==> src/rtl/mem_rr_arb.sv <==
// Round-robin arbiter sharing one SDRAM port among COUNT cores. Grants are
// non-preemptive, separated by one dead turnaround cycle, and carry a yield hint once the quantum is reached.
module mem_rr_arb #(
    parameter int COUNT   = 4,
    parameter int QUANTUM = 64
) (
    input  logic                     clock,
    input  logic                     reset_n,
    input  logic [COUNT-1:0]         request,
    output logic [COUNT-1:0]         authorized,
    output logic [COUNT-1:0]         yield,
    output logic [$clog2(COUNT)-1:0] owner,
    output logic                     busy
);
    localparam int OW = $clog2(COUNT);
    localparam int HW = $clog2(QUANTUM + 1);

    typedef enum logic [1:0] {IDLE, GRANTED, TURNAROUND} state_t;

    state_t           state, state_n;
    logic [OW-1:0]    last_owner, last_n, owner_n, winner;
    logic [HW-1:0]    hold_count, hold_n;
    logic [COUNT-1:0] auth_n, yield_n;
    logic             found;
    logic [OW:0]      cand;

    // Rotating priority: last_owner+1 is tried first, last_owner itself last.
    always_comb begin
        found  = 1'b0;
        winner = '0;
        cand   = '0;
        for (int i = 1; i <= COUNT; i++) begin
            cand = {1'b0, last_owner} + (OW+1)'(i);
            if (cand >= (OW+1)'(COUNT))
                cand = cand - (OW+1)'(COUNT);
            if (!found && request[cand[OW-1:0]]) begin
                found  = 1'b1;
                winner = cand[OW-1:0];
            end
        end
    end

    always_comb begin
        state_n = state;
        auth_n  = authorized;
        owner_n = owner;
        last_n  = last_owner;
        hold_n  = hold_count;
        yield_n = '0;
        case (state)
            IDLE, TURNAROUND: begin
                state_n = IDLE;
                if (found) begin
                    state_n = GRANTED;
                    auth_n  = COUNT'(1) << winner;
                    owner_n = winner;
                    hold_n  = '0;
                end
            end
            GRANTED: begin
                if (request[owner]) begin
                    if (hold_count != HW'(QUANTUM))
                        hold_n = hold_count + HW'(1);
                    // Hint only while someone else is actually waiting.
                    if (hold_count == HW'(QUANTUM) && |(request & ~authorized))
                        yield_n[owner] = 1'b1;
                end else begin
                    state_n = TURNAROUND;
                    auth_n  = '0;
                    owner_n = '0;
                    last_n  = owner;
                end
            end
            default: state_n = IDLE;
        endcase
    end

    always_ff @(posedge clock or negedge reset_n) begin
        if (!reset_n) begin
            state      <= IDLE;
            authorized <= '0;
            yield      <= '0;
            owner      <= '0;
            last_owner <= OW'(COUNT - 1);
            hold_count <= '0;
        end else begin
            state      <= state_n;
            authorized <= auth_n;
            yield      <= yield_n;
            owner      <= owner_n;
            last_owner <= last_n;
            hold_count <= hold_n;
        end
    end

    assign busy = |authorized;

endmodule

==> config.mk <==
export PLATFORM = sky130hd
export DESIGN_NAME = mem_rr_arb
export DESIGN_NICKNAME = d
export VERILOG_FILES = /design/src/rtl/mem_rr_arb.sv
export SDC_FILE = /design/constraint.sdc
export NUM_CORES = 1
export LEC_CHECK = 0
export CAP_MARGIN = 20
export CORE_MARGIN = 5
export CORE_UTILIZATION = 55
export DETAILED_ROUTE_END_ITERATION = 7
export HOLD_SLACK_MARGIN = 0.05
export PLACE_DENSITY = 0.79
export RECOVER_POWER = 100
export SKIP_LAST_GASP = 1
export SYNTH_ARGS = -nofsm -noshare
export SYNTH_HDL_FRONTEND = slang
export SYNTH_SLANG_ARGS = --single-unit
==> constraint.sdc <==
create_clock -name clock -period 3.9 [get_ports clock]
set_input_delay 0.78 -clock clock [delete_from_list [all_inputs] [get_ports clock]]
set_output_delay 0.78 -clock clock [all_outputs]
set_load 0.01 [all_outputs]
==> key figures, run 1 <==
Power and ir drop
  – PnR Total Power: ~810 uW
  – PwrDens: around 640 nW/um2
  – Leak pwr: 0.581 nW
  – VDD IR-drop max: between 0.3 and 0.4 mV

Die
  – Top Ports: 17
  – Die height: 53.9 um
  – DIE AREA: between 2000 and 3000 um2
  – Core box area: 1780 um2
  – Die X: ~54 um
  – Row cnt: 15
  – Starting Density: 0.594

Critical path
  – Startpoint Class: flip-flop
  – Critical Path AT: approximately 1900 ps
  – Req. time, crit path: ~3100 ps
  – Crit path kind: reg2out
  – CP Max Fanout: 4
  – Setup crit end kind: primary output

Clock network
  – Worst-path clk slew: between 100 and 150 ps
  – Clock buffer count from CTS: 3
  – Post-CTS resize count: 0
  – Buffer depth of the longest clock path: 2
  – TritonCTS clock tree: yes
  – Post CTS Setup Buffer Count: 0
  – H-Tree Depth: 1
  – Clock latency on the worst-skew pair: about 300 ps
  – Clock sink count: 21
  – CTS root buf: clkbuf_4
  – CTS Hold Bufs: 0

GRT
  – Largest net degree at the start of global routing: 22
  – Initial antenna violation count: 0
  – Gr ovfl total: 0
  – Total GRT Usage: 0.176
  – Vias in the first global route: 787
  – First-pass GRT wire length: around 3600 um

Timing
  – Slew Limit Headroom: 0.385
  – Post-Route Skew: about 9 ps
  – Tmin final: about 2600 ps
  – F_max: 379 MHz
  – RSZ-0062 raised after global routing: no
  – Worst-margin pin slew: 919 ps
  – Final hold viol count: 0
  – Final number of setup-violating endpoints: 0
  – Setup TNS: 0 ps
  – Final Cycle Share: 0.677
  – Max Slew Vio Count: 0

Logic synthesis
  – Yosys warnings: 0
  – Post-Syn Area per Cell: roughly 11 um2
  – Syn_nets: between 100 and 150
  – Post-synth ARST share: 1.00
  – Area leader, netlist: dfrtp_1
  – Mapped cell area: around 1100 um2
  – Post-synthesis cell count: roughly 100
  – Top cells by area, synth: dfrtp_1 45%, dfstp_2 5.0%, mux2i_1 3.8%
  – Post-synth EDFFs: 0
  – Register area share after synthesis: 0.498
  – Seq cells post-synth: 21
  – Most frequently used flop master after synthesis: dfrtp_1
  – Count of cell types in the netlist: 39
  – Yosys top cell area share: 0.449

Place
  – Routability Congestion: 0.795
  – Dpl hpwl: ~1600 um
  – Port Buf Inserts: 16

Routing
  – Pre-antenna DRT Iters: 4
  – Initial DRC count: 17
  – Vias: 813
  – Routed wire length: roughly 2100 um
  – Detailed-route vias per instance: roughly 5.7
  – Residual DRC: 0
  – Antenna Violating Nets Remaining: 0
  – Avg WL per Cell: roughly 15 um

Final layout
  – Nets: between 100 and 150
  – Share of layout cells above drive strength 1: 0.0932
  – Layout fillers: 145
  – Layout overhead on the synthesized area: 19.1%
  – Ant. Diodes: 0
  – Sequential cell area: between 500 and 600 um2
  – Multi-input logic area: 490 um2

Status
  – Outcome: complete, no violations

Hold path
  – Hold/Removal Path Class: reg2reg

Job
  – Max cap viols: 0
==> sequential cells by signal, indices dropped and copies added (netlist names) <==
name and flops:
yield 4, hold_count 7, owner 2, authorized 4, last_owner 2, state 2
==> cell usage in the layout, fill, tap and decap left out, types with 3 or more instances in the layout <==
cell,synthesis,layout
a22o_1,3,3
nor4_1,3,3
dlygate4sd3_1,0,13
nand3_1,4,4
mux2i_1,4,4
clkdlybuf4s50_1,0,3
nand2b_1,4,4
xor2_1,3,3
dfrtp_1,19,19
nor3_1,5,5
nand2_1,7,8
clkbuf_4,0,3
nor2_1,4,5
inv_1,7,7
==> cell type report <==
| type | instances | area share |
|---|---|---|
| flip-flops and latches | 21 | 0.418 |
| multi-input cells | 70 | 0.389 |
| repair buffers | 16 | 0.127 |
| well taps | 25 | 0.0248 |
| clock buffers | 4 | 0.0208 |
| inverters | 7 | 0.0208 |
==> path summary, 6_finish.rpt <==
path / depth (start not counted) / slack, ps / endpoint / startpoint
max: 2 / 1260 / busy / authorized[0]
min: 1 / 530 / hold_count[5] / hold_count[5]
max reg2reg: 4 / 1890 / owner[0] / owner[0]
min reg2reg: 1 / 530 / hold_count[5] / hold_count[5]
max in group asynchronous: 1 / 2290 / yield[0] / reset_n
min in group asynchronous: 1 / 1050 / state[0] / reset_n
==> cell usage after synthesis (3+ instances only) <==
library cell	n
dfrtp_1	19
inv_1	7
nand2_1	7
nor3_1	5
mux2i_1	4
nand2b_1	4
nand3_1	4
nor2_1	4
a22o_1	3
nor4_1	3
xor2_1	3
==> layer usage <==
layer / up-vias / global-route usage / share of wire / routed length [um]
li1: 399 / - / - / -
met3: 7 / 0.0249 / 0.037 / 79
met5: - / 0 / 0 / 0
met1: 385 / 0.219 / 0.46 / 968
met4: 0 / 0.0894 / 0.030 / 63
met2: 22 / 0.294 / 0.48 / 1010
==> stage by stage <==
stage	util	hold WS, ps	area [um2]	instances	setup slack (ps)
global route	0.708	543	1260	143	1210
CTS	0.716	524	1280	143	1350
finish	0.708	527	1260	143	1260
detailed placement	0.702	509	1250	139	1310
global placement	0.702	498	1250	139	1350
floorplan	-	464	1060	98	1990
==> report_power, final <==
| part | total, mW | internal (mW) | switching [mW] | leakage, nW |
|---|---|---|---|---|
| sequential | 0.360 | 0.285 | 0.0751 | 0.275 |
| clock | 0.102 | 0.0399 | 0.0625 | 0.0150 |
| combinational | 0.346 | 0.171 | 0.175 | 0.291 |
| total | 0.809 | 0.496 | 0.313 | 0.581 |
==> cells by family after synthesis <==
| kind of cell | share of synthesized area |
|---|---|
| flip-flops | 0.498 |
| XOR/XNOR | 0.0248 |
| AND/OR/NAND/NOR | 0.221 |
| AO/OA/AOI/OAI | 0.128 |
| adder cells (fa/ha/maj) | 0.0236 |
| buffers and inverters | 0.0248 |
| multiplexers | 0.0803 |
==> worst max-delay path: stages (launching register included) <==
cell and delay [ps]:
dfrtp_1 420, or4_1 520, dlygate4sd3_1 610
No activity file was read; power rests on OpenSTA's default activity.
==> inputs of run 2 (changes only) <==
--- a/config.mk
+++ b/config.mk
@@ -7,10 +7,10 @@
 export LEC_CHECK = 0
 export CAP_MARGIN = 20
 export CORE_MARGIN = 5
-export CORE_UTILIZATION = 55
+export CORE_UTILIZATION = 46
 export DETAILED_ROUTE_END_ITERATION = 7
 export HOLD_SLACK_MARGIN = 0.05
-export PLACE_DENSITY = 0.79
+export PLACE_DENSITY = 0.7
 export RECOVER_POWER = 100
 export SKIP_LAST_GASP = 1
 export SYNTH_ARGS = -nofsm -noshare
==> constraint.sdc (replaced) <==
create_clock -name clock -period 2.3 [get_ports clock]
set_input_delay 0.46 -clock clock [delete_from_list [all_inputs] [get_ports clock]]
set_output_delay 0.46 -clock clock [all_outputs]
set_load 0.01 [all_outputs]
==> run 2 against run 1 <==
  * Non-clock buffer count rose by 5
  * Register-to-register slack got worse by 1600 ps
  * Combinational power rose by 75%
  * Critical path depth did not move
  * Via count rose by 4.7%
  * Power rose by 72%
  * Clock skew rose by 3.6 ps
  * Global-route usage fell by 3.7 points
  * Wire length rose by 1.4%
  * Sequential share of layout area fell by 1.3 points
  * Sequential power rose by 68%
  * Worst setup slack got worse by 1200 ps
  * Critical path type unchanged
==> key figures, run 2 (synthesized netlist as in run 1, its figures left out) <==
Final layout
  – Max FFs per register: 7
  – Most frequent cells in the layout: 19 x dfrtp_1, 12 x dlygate4sd3_1, 8 x nand2_1
  – Biggest regs: hold_count x7, authorized x4, yield x4
  – Commonest non-fill, non-tap cell in the layout: dfrtp_1
  – Ant. Diodes: 0
  – Nets: approximately 130
  – Fin util: 0.589
  – Top reg by flops: hold_count
  – Layout overhead on the synthesized area: 23.0%
  – Fin area: roughly 1300 um2
  – Share of layout cells above drive strength 1: 0.130

Power and ir drop
  – VDD IR-drop max: between 0.6 and 0.7 mV
  – PwrDens: ~1100 nW/um2
  – Leak pwr: 0.601 nW

Timing
  – F_max: about 450 MHz
  – Setup TNS: 0 ps
  – Tmin final: about 2200 ps
  – Final hold viol count: 0
  – Slew Limit Headroom: 0.292
  – Worst-margin pin slew: 1060 ps
  – Final number of setup-violating endpoints: 0
  – Final Cycle Share: 0.962
  – RSZ-0062 raised after global routing: no
  – Max Slew Vio Count: 0
  – Setup WS post-layout: 88.4 ps
  – Post-Route Skew: 12.8 ps

Place
  – Setup Slack @ Placement: 51.6 ps
  – Port Buf Inserts: 16
  – Dpl hpwl: between 1500 and 2000 um
  – Routability Congestion: 0.901
  – Dpl cell area: about 1300 um2

Routing
  – Avg WL per Cell: about 14 um
  – Routed wire length: around 2100 um
  – Initial DRC count: 27
  – Antenna Violating Nets Remaining: 0
  – Residual DRC: 0
  – Pre-antenna DRT Iters: 4
  – Vias: between 800 and 900
  – Detailed-route vias per instance: about 5.6

Hold path
  – Hold/Removal Path Class: reg2reg

Clock network
  – CTS root buf: clkbuf_4
  – TritonCTS clock tree: yes
  – Clock sink count: 21
  – Post CTS Setup Buffer Count: 0
  – Clock latency on the worst-skew pair: 310 ps
  – H-Tree Depth: 1
  – Worst-path clk slew: between 100 and 150 ps
  – CTS Hold Bufs: 0
  – Clock buffer count from CTS: 3
  – Buffer depth of the longest clock path: 2
  – Post-CTS resize count: 0

Die
  – Die X: a little under 60 um
  – Starting Density: 0.479
  – DIE AREA: roughly 3400 um2
  – Top Ports: 17
  – Row cnt: 17
  – Core box area: about 2200 um2
  – Die height: 58 um

GRT
  – Initial antenna violation count: 0
  – Vias in the first global route: about 840
  – Gr ovfl total: 0
  – Largest net degree at the start of global routing: 22
  – First-pass GRT wire length: approximately 3700 um
  – Total GRT Usage: 0.139

Critical path
  – CP Max Fanout: 4
  – Critical path depth in cells: 2
  – Reg2reg end: authorized[2]
  – Max incr delay on CP: 520 ps
  – CP Launch Point: authorized[0]
  – Buf/Inv on CP: 1
  – Flop2flop setup slack: 310 ps
  – Worst path top cell family by delay: simple AND/OR/NAND/NOR gates
  – Reg2Reg Launch Point: owner[0]
  – Critical Path AT: around 1800 ps
  – Worst Reg-to-Reg Cells: 4
  – CP Cell Sequence: or4_1 -> clkdlybuf4s50_1
  – Crit-path slowest cell: or4_1
  – Setup crit end kind: primary output
  – Req. time, crit path: ~1800 ps
  – Crit path kind: reg2out
  – CP endpoint: busy
  – Startpoint Class: flip-flop

Job
  – Max cap viols: 0

Status
  – Outcome: complete, no violations
## run 2: changes by cell type in the layout (fill, tap and decap cells not counted), sizes merged
| cell | before | now |
|---|---|---|
| buf | 0 | 4 |
| clkdlybuf4s50 | 3 | 4 |
| clkinvlp | 0 | 1 |
| dlygate4sd3 | 13 | 12 |
## run 2: per-stage QoR
step	cells	hold WS [ps]	power, mW
after CTS	151	473	1.46
after detailed placement	147	510	1.28
after floorplan	98	164	1.01
final	151	520	1.39
after global routing	151	542	1.51
after global placement	147	501	1.26
## run 2: worst min-delay path by stage
stage	cells past startpoint	to	from
after CTS	2	yield[3]	reset_n
after detailed placement	1	hold_count[5]	hold_count[5]
after global placement	1	hold_count[5]	hold_count[5]
after floorplan	0	authorized[0]	reset_n
after global routing	1	hold_count[5]	hold_count[5]
final	1	hold_count[5]	hold_count[5]
## run 2: final cells by class
cell class | count | area, um2
well taps | 28 | 35.0
fillers | 223 | 908
inverters | 7 | 26.3
multi-input cells | 70 | 490
clock inverters | 1 | 7.51
flip-flops and latches | 21 | 528
clock buffers | 3 | 22.5
repair buffers | 21 | 194
## run 2: metal layers
metal,global-route usage,share of wire,vias to the layer above
met4,0.0166,0,0
met5,0,0,-
li1,-,-,409
met3,0.0423,0.060,0
met2,0.244,0.52,24
met1,0.173,0.42,418
## run 2: worst register-to-register path, delay by kind of cell (launching register included)
family / cells / cell delay (ps)
flip-flops: 1 / 510
AND/OR/NAND/NOR: 2 / 490
multiplexers: 1 / 610
AO/OA/AOI/OAI: 1 / 280
## run 2: power by group
group / total, mW / internal [mW] / switching, mW / leakage, nW
registers: 0.604 / 0.484 / 0.120 / 0.275
logic: 0.607 / 0.309 / 0.298 / 0.312
clock network: 0.183 / 0.0663 / 0.117 / 0.0139
==> inputs of run 3 (changes only) <==
==> constraint.sdc (replaced) <==
create_clock -name clock -period 2.3 [get_ports clock]
set_input_delay 0.345 -clock clock [delete_from_list [all_inputs] [get_ports clock]]
set_output_delay 0.345 -clock clock [all_outputs]
set_load 0.01 [all_outputs]
==> run 3 against run 2 <==
  * Register-to-register slack better by 40 ps
  * Final cell count down 2.0%
  * Worst hold slack worse by 68 ps
==> key figures, run 3 (synthesized netlist as in run 1, its figures left out) <==
Timing
  – Final number of setup-violating endpoints: 0
  – Setup TNS: 0 ps
  – Slew Limit Headroom: 0.645
  – Tmin final: roughly 2100 ps
  – Worst-margin pin slew: between 500 and 600 ps
  – RSZ-0062 raised after global routing: no
  – Final hold viol count: 0
  – Post-Route Skew: approximately 2.6 ps
  – Max Slew Vio Count: 0
  – Final Cycle Share: 0.903
  – F_max: 482 MHz

Die
  – Die X: approximately 58 um
  – Starting Density: 0.479
  – DIE AREA: 3360 um2
  – Die height: between 50 and 60 um
  – Row cnt: 17
  – Top Ports: 17
  – Core box area: 2210 um2

Clock network
  – TritonCTS clock tree: yes
  – CTS Hold Bufs: 0
  – Clock latency on the worst-skew pair: roughly 290 ps
  – Post-CTS resize count: 0
  – Worst-path clk slew: between 100 and 150 ps
  – CTS root buf: clkbuf_4
  – Clock sink count: 21
  – Buffer depth of the longest clock path: 2
  – Clock buffer count from CTS: 3
  – H-Tree Depth: 1
  – Post CTS Setup Buffer Count: 0

Final layout
  – Biggest regs: hold_count x7, authorized x4, yield x4
  – Top reg by flops: hold_count
  – Layout overhead on the synthesized area: 21.1%
  – Most frequent cells in the layout: 19 x dfrtp_1, 12 x dlygate4sd3_1, 8 x nand2_1
  – Layout fillers: a little over 200
  – Nets: 129
  – Fin util: 0.580
  – Ant. Diodes: 0
  – Share of layout cells above drive strength 1: 0.117
  – Commonest non-fill, non-tap cell in the layout: dfrtp_1
  – Max FFs per register: 7

Place
  – Routability Congestion: between 0.8 and 0.9
  – Port Buf Inserts: 16
  – Dpl hpwl: roughly 1700 um

Critical path
  – CP Max Fanout: 7
  – Critical Path AT: 2270 ps
  – Crit path kind: in2reg
  – Startpoint Class: input pin
  – Req. time, crit path: approximately 2500 ps
  – Setup crit end kind: flip-flop

GRT
  – Total GRT Usage: 0.138
  – First-pass GRT wire length: around 3700 um
  – Gr ovfl total: 0
  – Largest net degree at the start of global routing: 14
  – Initial antenna violation count: 0
  – Vias in the first global route: about 830

Power and ir drop
  – VDD IR-drop max: between 0.6 and 0.7 mV
  – Combinational fraction of design power: 0.440
  – Leak pwr: between 0.5 and 0.6 nW
  – Sw power: between 500 and 600 uW
  – Clock share of power: 0.125
  – Internal power: approximately 860 uW
  – Sw Share: 0.383
  – PnR Total Power: approximately 1.4 mW
  – PwrDens: between 1000 and 1500 nW/um2
  – Sequential Power Share: 0.435

Job
  – Max cap viols: 0

Routing
  – Detailed-route vias per instance: approximately 5.5
  – Residual DRC: 0
  – Initial DRC count: 9
  – Avg WL per Cell: ~14 um
  – Pre-antenna DRT Iters: 4
  – Vias: 821
  – Routed wire length: 2100 um
  – Antenna Violating Nets Remaining: 0

Status
  – Outcome: complete, no violations

Hold path
  – Hold/Removal Path Class: in2async
## run 3: changes by cell type in the layout (fill, tap and decap cells not counted), sizes merged
cell and delta:
buf -3
## run 3: path summary, 6_finish.rpt
path	start	to	slack, ps	cells past startpoint
max	request[3]	authorized[2]	220	5
max reg2reg	owner[0]	authorized[2]	350	4
min reg2reg	hold_count[5]	hold_count[5]	530	1
max in group asynchronous	reset_n	last_owner[1]	1010	2
min	reset_n	hold_count[0]	450	1
min in group clock	hold_count[5]	hold_count[5]	530	1
## run 3: area by class of cell
type | count | area, um2 | share of cell area
flip-flops and latches | 21 | 528 | 0.411
multi-input cells | 70 | 493 | 0.384
repair buffers | 18 | 171 | 0.134
clock buffers | 3 | 22.5 | 0.0175
well taps | 28 | 35.0 | 0.0273
inverters | 7 | 26.3 | 0.0205
clock inverters | 1 | 7.51 | 0.00585
## run 3: worst max-delay path, cell delays in order
cell and delay [ps]:
dlygate4sd3_1 630, mux4_2 570, nor2b_1 330, nor2_2 140, a22o_1 260
## run 3: layer usage
| layer | vias to the layer above | wire (um) | GRT usage |
|---|---|---|---|
| li1 | 404 | - | - |
| met1 | 398 | 976 | 0.182 |
| met2 | 15 | 1030 | 0.223 |
| met3 | 4 | 70 | 0.0312 |
| met4 | 0 | 24 | 0.0497 |
| met5 | - | 0 | 0 |
## run 3: power groups by stage
stage               Clock [mW]  Sequential (mW)  Combinational [mW]
global route             0.202            0.626               0.670
detailed placement           0            0.615               0.669
finish                   0.174            0.605               0.612
global placement             0            0.608               0.657
CTS                      0.185            0.607               0.670
floorplan                    0            0.603               0.406
## run 3: stage by stage
step	cells	hold slack [ps]	area (um2)	setup slack, ps
detailed placement	144	516	1270	169
global route	148	470	1280	129
CTS	148	386	1300	223
global placement	144	506	1270	232
floorplan	98	49.4	1060	629
finish	148	452	1280	224
